### src/rtl/mem_arbiter_ctrl_pkg.sv
// ----------------------------------------------------------------------------
// mem_arbiter_ctrl_pkg
// Shared types and constants for the multi-port memory controller.
//   mem_width_t    : access width encoding carried on req_width / ram_width
//   mctrl_state_t  : controller FSM states
//   ARB_FIXED/ARB_RR : arbitration mode selectors
//   idx_width()    : width of a port index, never less than 1 bit
// ----------------------------------------------------------------------------
package mem_arbiter_ctrl_pkg;

    typedef enum logic [1:0] {
        BYTE = 2'd0,
        HALF = 2'd1,
        WORD = 2'd2
    } mem_width_t;

    typedef enum logic [1:0] {
        IDLE   = 2'd0,
        ACCESS = 2'd1,
        RESP   = 2'd2
    } mctrl_state_t;

    localparam int ARB_FIXED = 0;
    localparam int ARB_RR    = 1;

    function automatic int idx_width(input int n);
        return (n > 1) ? $clog2(n) : 1;
    endfunction

endpackage

### src/rtl/mem_arbiter_ctrl_rr_arbiter.sv
// ----------------------------------------------------------------------------
// mem_arbiter_ctrl_rr_arbiter
// Purely combinational request arbiter.
//   req          in  : one bit per requesting port
//   ptr          in  : round-robin start index (ignored in fixed mode)
//   grant_onehot out : one-hot grant, all zero when nobody requests
//   grant_idx    out : index of the granted port
//   grant_valid  out : at least one port requested
// Fixed mode scans from index 0; round-robin mode scans from ptr and wraps.
// ----------------------------------------------------------------------------
module mem_arbiter_ctrl_rr_arbiter
    import mem_arbiter_ctrl_pkg::*;
#(
    parameter int NUM_PORTS = 2,
    parameter int MODE      = ARB_FIXED,
    localparam int IDX_W    = idx_width(NUM_PORTS)
) (
    input  logic [NUM_PORTS-1:0] req,
    input  logic [IDX_W-1:0]     ptr,
    output logic [NUM_PORTS-1:0] grant_onehot,
    output logic [IDX_W-1:0]     grant_idx,
    output logic                 grant_valid
);

    int               cand;
    logic [IDX_W-1:0] cidx;

    always_comb begin
        grant_onehot = '0;
        grant_idx    = '0;
        grant_valid  = 1'b0;
        cand         = 0;
        cidx         = '0;
        for (int i = 0; i < NUM_PORTS; i++) begin
            if (MODE == ARB_RR) begin
                cand = (int'(ptr) + i) % NUM_PORTS;
            end else begin
                cand = i;
            end
            cidx = IDX_W'(cand);
            // First requester found in scan order wins.
            if (!grant_valid && req[cidx]) begin
                grant_valid        = 1'b1;
                grant_idx          = cidx;
                grant_onehot[cidx] = 1'b1;
            end
        end
    end

endmodule

### src/rtl/mem_arbiter_ctrl.sv
// ----------------------------------------------------------------------------
// mem_arbiter_ctrl
// Arbitrates NUM_PORTS requesters onto a single RAM port with a ready
// handshake, a one-cycle completion pulse and an ACCESS timeout.
//   CLK, RST            : clock (rising edge), asynchronous active-high reset
//   req_ren/req_wen     : per-port read / write request (write wins)
//   req_addr/req_store  : per-port address / write data, port i at [i*W +: W]
//   req_width           : per-port 2-bit access width
//   req_hit/req_err     : one-cycle completion / timeout pulse per port
//   req_load            : read data, valid while a req_hit bit is high
//   busy                : controller not IDLE
//   ram_*               : RAM request side, driven only in ACCESS
//   ram_load/ram_ready  : RAM read data / completion, sampled in ACCESS
// All outputs are decoded from registered state, so no req_* -> ram_* path.
// ----------------------------------------------------------------------------
module mem_arbiter_ctrl
    import mem_arbiter_ctrl_pkg::*;
#(
    parameter int NUM_PORTS = 2,
    parameter int ADDR_W    = 32,
    parameter int DATA_W    = 32,
    parameter int ARB_MODE  = ARB_FIXED,
    parameter int TIMEOUT   = 255
) (
    input  logic                          CLK,
    input  logic                          RST,
    input  logic [NUM_PORTS-1:0]          req_ren,
    input  logic [NUM_PORTS-1:0]          req_wen,
    input  logic [NUM_PORTS*ADDR_W-1:0]   req_addr,
    input  logic [NUM_PORTS*DATA_W-1:0]   req_store,
    input  logic [NUM_PORTS*2-1:0]        req_width,
    output logic [NUM_PORTS-1:0]          req_hit,
    output logic [NUM_PORTS-1:0]          req_err,
    output logic [DATA_W-1:0]             req_load,
    output logic                          busy,
    output logic [ADDR_W-1:0]             ram_addr,
    output logic [DATA_W-1:0]             ram_store,
    output logic [1:0]                    ram_width,
    output logic                          ram_ren,
    output logic                          ram_wen,
    input  logic [DATA_W-1:0]             ram_load,
    input  logic                          ram_ready
);

    localparam int IDX_W = idx_width(NUM_PORTS);
    localparam int CNT_W = (TIMEOUT > 1) ? $clog2(TIMEOUT) : 1;

    mctrl_state_t      state_q, state_d;
    logic [IDX_W-1:0]  grant_q, grant_d;
    logic [IDX_W-1:0]  ptr_q, ptr_d;
    logic              write_q, write_d;
    logic [ADDR_W-1:0] addr_q, addr_d;
    logic [DATA_W-1:0] store_q, store_d;
    logic [1:0]        width_q, width_d;
    logic [CNT_W-1:0]  cnt_q, cnt_d;
    logic              err_q, err_d;
    logic [DATA_W-1:0] load_q, load_d;

    logic [NUM_PORTS-1:0] req_vec;
    logic [NUM_PORTS-1:0] arb_onehot;
    logic [IDX_W-1:0]     arb_idx;
    logic                 arb_valid;

    logic [ADDR_W-1:0] addr_arr  [NUM_PORTS];
    logic [DATA_W-1:0] store_arr [NUM_PORTS];
    logic [1:0]        width_arr [NUM_PORTS];

    logic [ADDR_W-1:0] addr_sel;
    logic [DATA_W-1:0] store_sel;
    logic [1:0]        width_sel;
    logic              wen_sel;

    logic in_access;
    logic in_resp;

    genvar gi;
    generate
        for (gi = 0; gi < NUM_PORTS; gi++) begin : g_port
            assign req_vec[gi]   = req_ren[gi] | req_wen[gi];
            assign addr_arr[gi]  = req_addr[gi*ADDR_W +: ADDR_W];
            assign store_arr[gi] = req_store[gi*DATA_W +: DATA_W];
            assign width_arr[gi] = req_width[gi*2 +: 2];
            assign req_hit[gi]   = in_resp && (grant_q == IDX_W'(gi));
            assign req_err[gi]   = in_resp && err_q && (grant_q == IDX_W'(gi));
        end
    endgenerate

    mem_arbiter_ctrl_rr_arbiter #(
        .NUM_PORTS (NUM_PORTS),
        .MODE      (ARB_MODE)
    ) u_arb (
        .req          (req_vec),
        .ptr          (ptr_q),
        .grant_onehot (arb_onehot),
        .grant_idx    (arb_idx),
        .grant_valid  (arb_valid)
    );

    // AND-OR select of the granted port's request fields.
    always_comb begin
        addr_sel  = '0;
        store_sel = '0;
        width_sel = '0;
        wen_sel   = 1'b0;
        for (int i = 0; i < NUM_PORTS; i++) begin
            if (arb_onehot[i]) begin
                addr_sel  = addr_sel  | addr_arr[i];
                store_sel = store_sel | store_arr[i];
                width_sel = width_sel | width_arr[i];
                wen_sel   = wen_sel   | req_wen[i];
            end
        end
    end

    always_comb begin
        state_d = state_q;
        grant_d = grant_q;
        ptr_d   = ptr_q;
        write_d = write_q;
        addr_d  = addr_q;
        store_d = store_q;
        width_d = width_q;
        cnt_d   = cnt_q;
        err_d   = err_q;
        load_d  = load_q;
        unique case (state_q)
            IDLE: begin
                if (arb_valid) begin
                    grant_d = arb_idx;
                    write_d = wen_sel;
                    addr_d  = addr_sel;
                    store_d = wen_sel ? store_sel : '0;
                    width_d = width_sel;
                    cnt_d   = '0;
                    err_d   = 1'b0;
                    load_d  = '0;
                    state_d = ACCESS;
                end
            end
            ACCESS: begin
                if (ram_ready) begin
                    load_d  = write_q ? '0 : ram_load;
                    state_d = RESP;
                end else if (cnt_q == CNT_W'(TIMEOUT - 1)) begin
                    // Ready still absent after TIMEOUT access cycles.
                    err_d   = 1'b1;
                    load_d  = '0;
                    state_d = RESP;
                end else begin
                    cnt_d = cnt_q + 1'b1;
                end
            end
            RESP: begin
                state_d = IDLE;
                if (ARB_MODE == ARB_RR) begin
                    ptr_d = (grant_q == IDX_W'(NUM_PORTS - 1)) ? '0 : grant_q + 1'b1;
                end
            end
            default: state_d = IDLE;
        endcase
    end

    always_ff @(posedge CLK or posedge RST) begin
        if (RST) begin
            state_q <= IDLE;
            grant_q <= '0;
            ptr_q   <= '0;
            write_q <= 1'b0;
            addr_q  <= '0;
            store_q <= '0;
            width_q <= '0;
            cnt_q   <= '0;
            err_q   <= 1'b0;
            load_q  <= '0;
        end else begin
            state_q <= state_d;
            grant_q <= grant_d;
            ptr_q   <= ptr_d;
            write_q <= write_d;
            addr_q  <= addr_d;
            store_q <= store_d;
            width_q <= width_d;
            cnt_q   <= cnt_d;
            err_q   <= err_d;
            load_q  <= load_d;
        end
    end

    assign in_access = (state_q == ACCESS);
    assign in_resp   = (state_q == RESP);
    assign busy      = (state_q != IDLE);
    assign ram_ren   = in_access && !write_q;
    assign ram_wen   = in_access && write_q;
    assign ram_addr  = in_access ? addr_q  : '0;
    assign ram_store = in_access ? store_q : '0;
    assign ram_width = in_access ? width_q : '0;
    assign req_load  = in_resp   ? load_q  : '0;

endmodule

### config.mk
export PLATFORM = sky130hd
export DESIGN_NAME = mem_arbiter_ctrl
export DESIGN_NICKNAME = d
export VERILOG_FILES = /design/src/rtl/mem_arbiter_ctrl_pkg.sv /design/src/rtl/mem_arbiter_ctrl_rr_arbiter.sv /design/src/rtl/mem_arbiter_ctrl.sv
export SDC_FILE = /design/constraint.sdc
export NUM_CORES = 1
export LEC_CHECK = 0
export ABC_AREA = 1
export CAP_MARGIN = 10
export CORE_UTILIZATION = 29
export DETAILED_ROUTE_END_ITERATION = 8
export GPL_ROUTABILITY_DRIVEN = 1
export SYNTH_ARGS = -nofsm -noshare
export SYNTH_HDL_FRONTEND = slang
export SYNTH_HIERARCHICAL = 1
export SYNTH_SLANG_ARGS = --single-unit
export TNS_END_PERCENT = 100
### constraint.sdc
create_clock -name CLK -period 6.05 [get_ports CLK]
set_input_delay 1.815 -clock CLK [delete_from_list [all_inputs] [get_ports CLK]]
set_output_delay 1.815 -clock CLK [all_outputs]
set_load 0.005 [all_outputs]
Yosys cells after proc, flatten, opt, wreduce, memory -nomap -nowiden
Cells that the tools add are included.
Storage, ports and cells
  bits in registers: 111
  input port bits: 171
  output and inout port bits: 105
  word-level logic and storage cells: 78
Cells by class
  add/sub/neg operators: 1
  eq/ne operators: 8
  muxes and demuxes: 35
  bitwise gates (word level): 7
  reduce and logical (&&, ||, !) cells: 18
Operators by type and width (number)
  2-to-1 mux 32 bit: 12
  bitwise OR 32 bit: 2
  one-hot mux 32 bit (2 select lines): 1
  2-to-1 mux 8 bit: 3
  one-hot mux 8 bit (2 select lines): 1
  2-to-1 mux 2 bit: 7
  2-to-1 mux 1 bit: 9
  adder 8 x 1 -> 8 bit, second input constant: 1
  == test 8 bit, second input constant: 1
  logical AND 1 bit: 8
  AND reduction 4 bit: 2
  inequality test 2 bit, second input constant: 3
  one-hot mux 2 bit (2 select lines): 1
  AND reduction 2 bit: 2
  nonzero test 2 bit: 2
  inequality test 3 x 2 -> 1 bit, second input constant: 1
  bitwise OR 1 bit: 3
  AND reduction 3 bit: 1
  == test 2 x 1 -> 1 bit, second input constant: 1
  == test 2 bit, second input constant: 1
  logical NOT 1 bit: 2
  logical NOT 2 bit: 1
  inequality test 2 x 1 -> 1 bit, second input constant: 1
  bitwise OR 2 bit: 1
  other kinds (2): 2

Logic depth before layout (Yosys ltp)
Gate-level depths: netlist of run 1.
  depth after elaboration: 9
  mapped depth: 10
  gate-level depth less buffers: 9

Hierarchy
The synthesis of run 1 kept the hierarchy.
Modules (own cells, without submodules)
  mem_arbiter_ctrl: instances 1, cells an instance 778, area each 5790.6 µm², seq. area each 2777.7 µm²
  mem_arbiter_ctrl_rr_arbiter: instances 1, cells an instance 6, area each 30.0 µm², seq. area each 0.0 µm²

Least setup slack after synthesis of run 1
No wires, ideal clock.
  kind: input port to flip-flop
  start point: input port req_wen[0]
  end point: register store_q[1]
  setup time: 0.083 ns
  data arrival time: 3.075 ns
  required time: 5.967 ns
  slack: 2.893 ns
  stages: 8
  buffers on the path: 3
  cells stage by stage: or2_2 nor2_1 buf_4 buf_4 clkbuf_1 a22o_1 nand3_1 o21ai_0
On the way
  cells in the longest elaborated chain, start to end: 7
  elaborated cells between the ends (all ways): 15
  those cells by class: 9 x mux; 3 x bitwise; 3 x reduce/logical
RTL lines
  from (decl): RTL line mem_arbiter_ctrl.sv:28  | input logic [NUM_PORTS-1:0] req_wen,
  bitwise OR 1 bit *: RTL line mem_arbiter_ctrl.sv:79  | assign req_vec[gi] = req_ren[gi] | req_wen[gi];
  2-to-1 mux 1 bit *: RTL line mem_arbiter_ctrl_rr_arbiter.sv:42  | if (!grant_valid && req[cidx]) begin
  logical NOT 1 bit *: RTL line mem_arbiter_ctrl_rr_arbiter.sv:42
  logical AND 1 bit *: RTL line mem_arbiter_ctrl_rr_arbiter.sv:42
  2-to-1 mux 2 bit *: RTL line mem_arbiter_ctrl_rr_arbiter.sv:42
  net arb_onehot[1]: RTL line mem_arbiter_ctrl.sv:60  | logic [NUM_PORTS-1:0] arb_onehot;
  2-to-1 mux 32 bit / 2-to-1 mux 1 bit (equally long branches): RTL line mem_arbiter_ctrl.sv:106  | if (arb_onehot[i]) begin
  2-to-1 mux 32 bit *: RTL line mem_arbiter_ctrl.sv:132  | store_d = wen_sel ? store_sel : '0;
  to (signal assigned): RTL line mem_arbiter_ctrl.sv:181  | store_q <= store_d;
  to (decl): RTL line mem_arbiter_ctrl.sv:53  | logic [DATA_W-1:0] store_q, store_d;
Mark *: on every way through the listed nets, which the timed path passes. The rest lies on a longest branch.
A chain may end at the register's enable or synchronous reset.

Worst setup path after layout of run 1
  start point: register state_q[1]
  end point: output port ram_ren
On the way
  cells in the longest elaborated chain, start to end: 2
RTL lines
  from (decl): RTL line mem_arbiter_ctrl.sv:48  | mctrl_state_t state_q, state_d;
  from (signal assigned): RTL line mem_arbiter_ctrl.sv:176  | state_q <= state_d;
  == test 2 x 1 -> 1 bit: RTL line mem_arbiter_ctrl.sv:189  | assign in_access = (state_q == ACCESS);
  logical AND 1 bit: RTL line mem_arbiter_ctrl.sv:192  | assign ram_ren = in_access && !write_q;
  to (decl): RTL line mem_arbiter_ctrl.sv:39  | output logic ram_ren,
No other way between the ends.

==> impl_metrics.py, run 1 <==
metrics = {
    "place": {
        "place_congestion": 0.763,
        "io_buffer_count": 275,
        "placed_area_sq_um": 8720,
        "post-dp-hpwl_mm": 13.0,
        "dp_cells": 1282,
    },
    "global_routing": {
        "grt_pass1_vias": 5532,
        "overflow": 0,
        "gr-usage-all-layers_pct": 17.9,
        "grt_util_met2_pct": 29.8,
        "grt_pass1_wl_mm": 28.5,
        "grt_use_met3_pct": 6.83,
        "antenna_found_initial": 0,
        "grt_max_degree": 75,
        "grt_use_met1_pct": 21.6,
        "top_usage_layer": "met2",
    },
    "route": {
        "ant_nets": 0,
        "dr.pass1.iters": 4,
        "drc": 0,
        "vias": 5745,
        "drt_iter0_drc": 221,
        "viasPerCell": 4.42,
        "wl_per_cell_um": 14.0,
        "routed_wl_mm": 18.2,
    },
    "clock_network": {
        "cts.sinks": 111,
        "cts_tree": "done",
        "cts_inserted_buffers": 9,
        "postCtsSetupBuffers": 0,
        "hold_buffers": 0,
        "clock_latency_ps": 360,
        "postCtsResizedCells": 0,
        "htreeDepth": 3,
        "cts.clk_slew.worst_paths_ps": 70,
        "cts_root_buffer": "clkbuf_16",
        "cts.path.max_buffers": 2,
    },
    "sta": {
        "worst_pin_slew_ps": 1160,
        "setup_viol": 0,
        "fin_setup_tns_ps": 0,
        "max_freq_mhz": 223,
        "holdWs_ps": 472,
        "finalCriticalPeriod_ps": 4480,
        "period_share_pct": 74.1,
        "rsz0062_at_grt": "no",
        "slew_violations": 0,
        "skew_ps": 10.2,
        "hold_violations": 0,
        "slew_headroom_pct": 22.2,
    },
    "worst_setup_path": {
        "arrival_ps": 2670,
        "slowest_delay_ps": 640,
        "cp_top_family": "buffers and inverters",
        "cp-start-kind": "flop",
        "regToRegSetupSlack_ps": 3430,
        "worstReg2RegStart": "state_q[1]",
        "worstPathMaxFanout": 56,
        "r2r-end": "load_q[7]",
        "endpoint": "ram_ren",
        "path_depth": 5,
        "cp_slowest_cell": "nand2_2",
        "crit_start": "state_q[1]",
        "worstPathRequired_ps": 4240,
        "path_cells": "inv_2, nand2_2, buf_4, nor2_1, clkdlybuf4s50_1",
        "crit_type": "flop to output port",
        "cp.buffers_inverters": 3,
        "r2r_cells": 9,
        "endpoint_kind": "output port",
    },
    "pwr": {
        "power.leakage_nw": 4.04,
        "sequentialPowerShare_pct": 35.6,
        "power_density_nw_per_um2": 375,
        "netSwitchingPower_w": 0.00130,
        "power_frac_comb_pct": 47.5,
        "internal-power_w": 0.00208,
        "switching_share_pct": 38.4,
        "clkPwrFrac_pct": 16.9,
        "peakVddDrop_mv": 0.232,
    },
    "floorplan": {
        "dieArea_sq_um": 20600,
        "ioPinCount": 276,
        "core-area_sq_um": 19600,
        "start_util_pct": 29.7,
        "dieHeight_um": 144,
        "row_count": 51,
        "die_x_um": 144,
    },
    "final_layout": {
        "nets": 1202,
        "antenna_cells": 0,
        "layout-drive-gt1-share_pct": 4.06,
        "stdcell_count": 1299,
        "fillerInstances": 1989,
        "syn_to_final_growth_pct": 55.0,
        "final_area_sq_um": 9020,
    },
    "synth": {
        "netlist_area_sq_um": 5820,
        "syn_area_per_cell_sq_um": 7.43,
        "syn_nets": 956,
        "ys.warnings.count": 6,
        "netlist_instances": 783,
    },
    "run_status": {
        "outcome": "finished clean",
    },
    "run": {
        "cap_violations": 0,
    },
    "min_path": {
        "hold_class": "flop to flop",
    },
}
worst reg2reg max path, cell delays in order (launching register included):
cell     delay (ps)
dfrtp_1         390
inv_2           100
nand2_2         640
buf_4           520
nor2_2          180
nand2_4         120
o21ai_2          80
buf_4           350
nand2_1         100
nand2_1          80
cell usage in the layout, fill, tap and decap left out, drive strengths merged:
| master | count |
|---|---|
| a21o | 1 |
| a21oi | 4 |
| a22o | 33 |
| a31oi | 34 |
| buf | 11 |
| clkbuf | 11 |
| clkdlybuf4s50 | 275 |
| clkinv | 2 |
| clkinvlp | 2 |
| dfrtp | 111 |
| ha | 2 |
| inv | 114 |
| nand2 | 192 |
| nand3 | 49 |
| nor2 | 150 |
| nor3 | 3 |
| o21ai | 37 |
| o21bai | 1 |
| or2 | 2 |
state kept, by name, indices dropped and copies added (netlist names):
| register | flops |
|---|---|
| grant_q | 1 |
| write_q | 1 |
| state_q | 2 |
| store_q | 32 |
| load_q | 32 |
| width_q | 2 |
| addr_q | 32 |
| err_q | 1 |
| cnt_q | 8 |
per-stage QoR:
step	total power (W)	setup slack [ps]	utilization [%]
2_1_floorplan	0.00211	1300	-
3_3_place_gp	0.00282	1670	44.5
3_5_place_dp	0.00284	1650	44.5
4_1_cts	0.00343	1480	45.9
5_1_grt	0.00368	1340	46.0
6_report	0.00338	1570	46.0
how the worst min path moves through the flow:
| stage | startpoint | endpoint | slack (ps) | depth (start not counted) |
|---|---|---|---|---|
| 2_1_floorplan | load_q[0] | load_q[0] | 440 | 2 |
| 3_3_place_gp | load_q[4] | load_q[4] | 450 | 2 |
| 3_5_place_dp | load_q[29] | load_q[29] | 460 | 2 |
| 4_1_cts | load_q[1] | load_q[1] | 480 | 2 |
| 5_1_grt | load_q[24] | load_q[24] | 490 | 2 |
| 6_report | load_q[30] | load_q[30] | 470 | 2 |
layout make-up:
type	count	area (sq um)	area share, %
clock buffers	11	233	2.58
repair buffers	286	2840	31.5
multi-input cells	508	2360	26.2
well taps	265	332	3.68
clock inverters	5	43.8	0.486
inverters	113	429	4.76
flip-flops and latches	111	2780	30.8
routing by layer:
layer  share of wire (%)  up-vias  wire [um]
li1                    -     2927          -
met1                  43     2602       7900
met2                  46      206       8410
met3                 9.4       10       1710
met4                 1.0        0        188
met5                   0        -          0
power groups by stage:
stage	Clock (W)	Sequential [W]	Combinational [W]
5_1_grt	0.000623	0.00125	0.00181
6_report	0.000572	0.00120	0.00161
4_1_cts	0.000595	0.00121	0.00163
2_1_floorplan	0	0.00118	0.000923
3_5_place_dp	0	0.00122	0.00162
3_3_place_gp	0	0.00121	0.00160
Note: power is estimated with default switching activity, not from simulation.
==> inputs of run 2 (changes only) <==
clock period = 4.2 ns   (was 6.05 ns; I/O delays follow)
==> impl_metrics.py, run 2 (synthesis gave the netlist of run 1 again) <==
metrics = {
    "sta": {
        "worst_pin_slew_ps": 835,
        "slew_headroom_pct": 44.2,
        "max_freq_mhz": 270,
        "hold_violations": 0,
        "finalCriticalPeriod_ps": 3700,
        "skew_ps": 11.8,
        "fin_setup_tns_ps": 0,
        "slew_violations": 0,
        "setup_viol": 0,
        "period_share_pct": 88.2,
        "rsz0062_at_grt": "no",
    },
    "floorplan": {
        "core-area_sq_um": 19600,
        "dieArea_sq_um": 20600,
        "dieHeight_um": 144,
        "row_count": 51,
        "start_util_pct": 29.7,
        "ioPinCount": 276,
        "die_x_um": 144,
    },
    "worst_setup_path": {
        "endpoint_kind": "output port",
        "cp_top_family": "buffers and inverters",
        "worstReg2RegStart": "state_q[1]",
        "slowest_delay_ps": 530,
        "regToRegSetupSlack_ps": 1870,
        "r2r_cells": 9,
        "worstPathRequired_ps": 2940,
        "path_cells": "inv_2, nand2_2, buf_4, nor2_1, clkdlybuf4s50_1",
        "arrival_ps": 2440,
        "crit_type": "flop to output port",
        "r2r-end": "load_q[30]",
        "worstPathMaxFanout": 42,
        "cp_slowest_cell": "clkdlybuf4s50_1",
        "cp.buffers_inverters": 3,
        "cp-start-kind": "flop",
    },
    "route": {
        "drt_iter0_drc": 217,
        "routed_wl_mm": 18.1,
        "wl_per_cell_um": 14.0,
        "dr.pass1.iters": 5,
        "viasPerCell": 4.40,
        "ant_nets": 0,
        "drc": 0,
        "vias": 5715,
    },
    "min_path": {
        "whs_endpoint": "load_q[30]",
        "whs_path_depth": 2,
        "worstHoldStart": "load_q[30]",
        "hold_class": "flop to flop",
    },
    "clock_network": {
        "cts_root_buffer": "clkbuf_16",
        "clock_latency_ps": 360,
        "postCtsSetupBuffers": 0,
        "cts_inserted_buffers": 9,
        "postCtsResizedCells": 0,
        "cts.sinks": 111,
        "hold_buffers": 0,
        "cts_tree": "done",
        "htreeDepth": 3,
        "cts.clk_slew.worst_paths_ps": 60,
        "cts.path.max_buffers": 2,
    },
    "final_layout": {
        "layout-drive-gt1-share_pct": 4.26,
        "reg_top3": "addr_q x32, load_q x32, store_q x32",
        "antenna_cells": 0,
        "nets": 1202,
        "syn_to_final_growth_pct": 56.2,
        "most-common-layout-cells": "clkdlybuf4s50_1, nand2_1, nor2_1",
        "final_area_sq_um": 9090,
        "mostFrequentLayoutCell": "clkdlybuf4s50_1",
    },
    "global_routing": {
        "grt_pass1_vias": 5485,
        "gr-usage-all-layers_pct": 17.6,
        "overflow": 0,
        "antenna_found_initial": 0,
        "grt_pass1_wl_mm": 28.0,
        "grt_max_degree": 135,
    },
    "place": {
        "io_buffer_count": 275,
        "place_congestion": 0.743,
        "placed_area_sq_um": 8770,
        "post-dp-hpwl_mm": 12.8,
    },
    "run": {
        "cap_violations": 0,
    },
    "pwr": {
        "peakVddDrop_mv": 0.462,
        "power_density_nw_per_um2": 547,
        "power.leakage_nw": 4.08,
    },
    "run_status": {
        "outcome": "finished clean",
    },
}
[run 2: power by group]
part / switching, W / leakage, nW / total, W / internal [W]
logic: 0.00123 / 2.51 / 0.00231 / 0.00107
registers: 0.000218 / 1.41 / 0.00175 / 0.00153
clock network: 0.000403 / 0.159 / 0.000917 / 0.000513
[run 2: layer usage]
metal	global-route usage, %	routed length, um	vias to the layer above
met2	28.7	8220	217
li1	-	-	2927
met5	0	0	-
met4	4.87	281	0
met3	7.50	1860	17
met1	21.2	7770	2554
[run 2: worst min-delay path: cells and delay by family, from the launching register on]
kind | cells | cell delay (ps)
flops | 1 | 340
simple gates | 2 | 100
[run 2: layout make-up]
class	count	area [sq um]
multi-input cells	508	2360
clock inverters	4	52.6
inverters	113	429
flip-flops and latches	111	2780
clock buffers	12	267
repair buffers	286	2870
well taps	265	332
fillers	2027	10500
[run 2: worst max path at each step]
stage	start	end	slack, ps	cells after the start
6_report	state_q[1]	ram_ren	500	5
5_1_grt	state_q[1]	ram_ren	310	5
4_1_cts	state_q[1]	ram_ren	360	5
3_5_place_dp	state_q[1]	ram_ren	750	5
3_3_place_gp	state_q[1]	ram_ren	770	5
2_1_floorplan	RST	addr_q[0]	9	1
[run 2: through the flow]
stage	util [%]	setup slack, ps	power, W	hold WS, ps	instances
after floorplan	-	9.35	0.00303	442	783
after global placement	44.8	773	0.00407	454	1283
after detailed placement	44.8	749	0.00411	459	1283
after CTS	46.4	360	0.00506	477	1299
after global routing	46.4	311	0.00539	489	1299
final	46.4	496	0.00497	471	1299
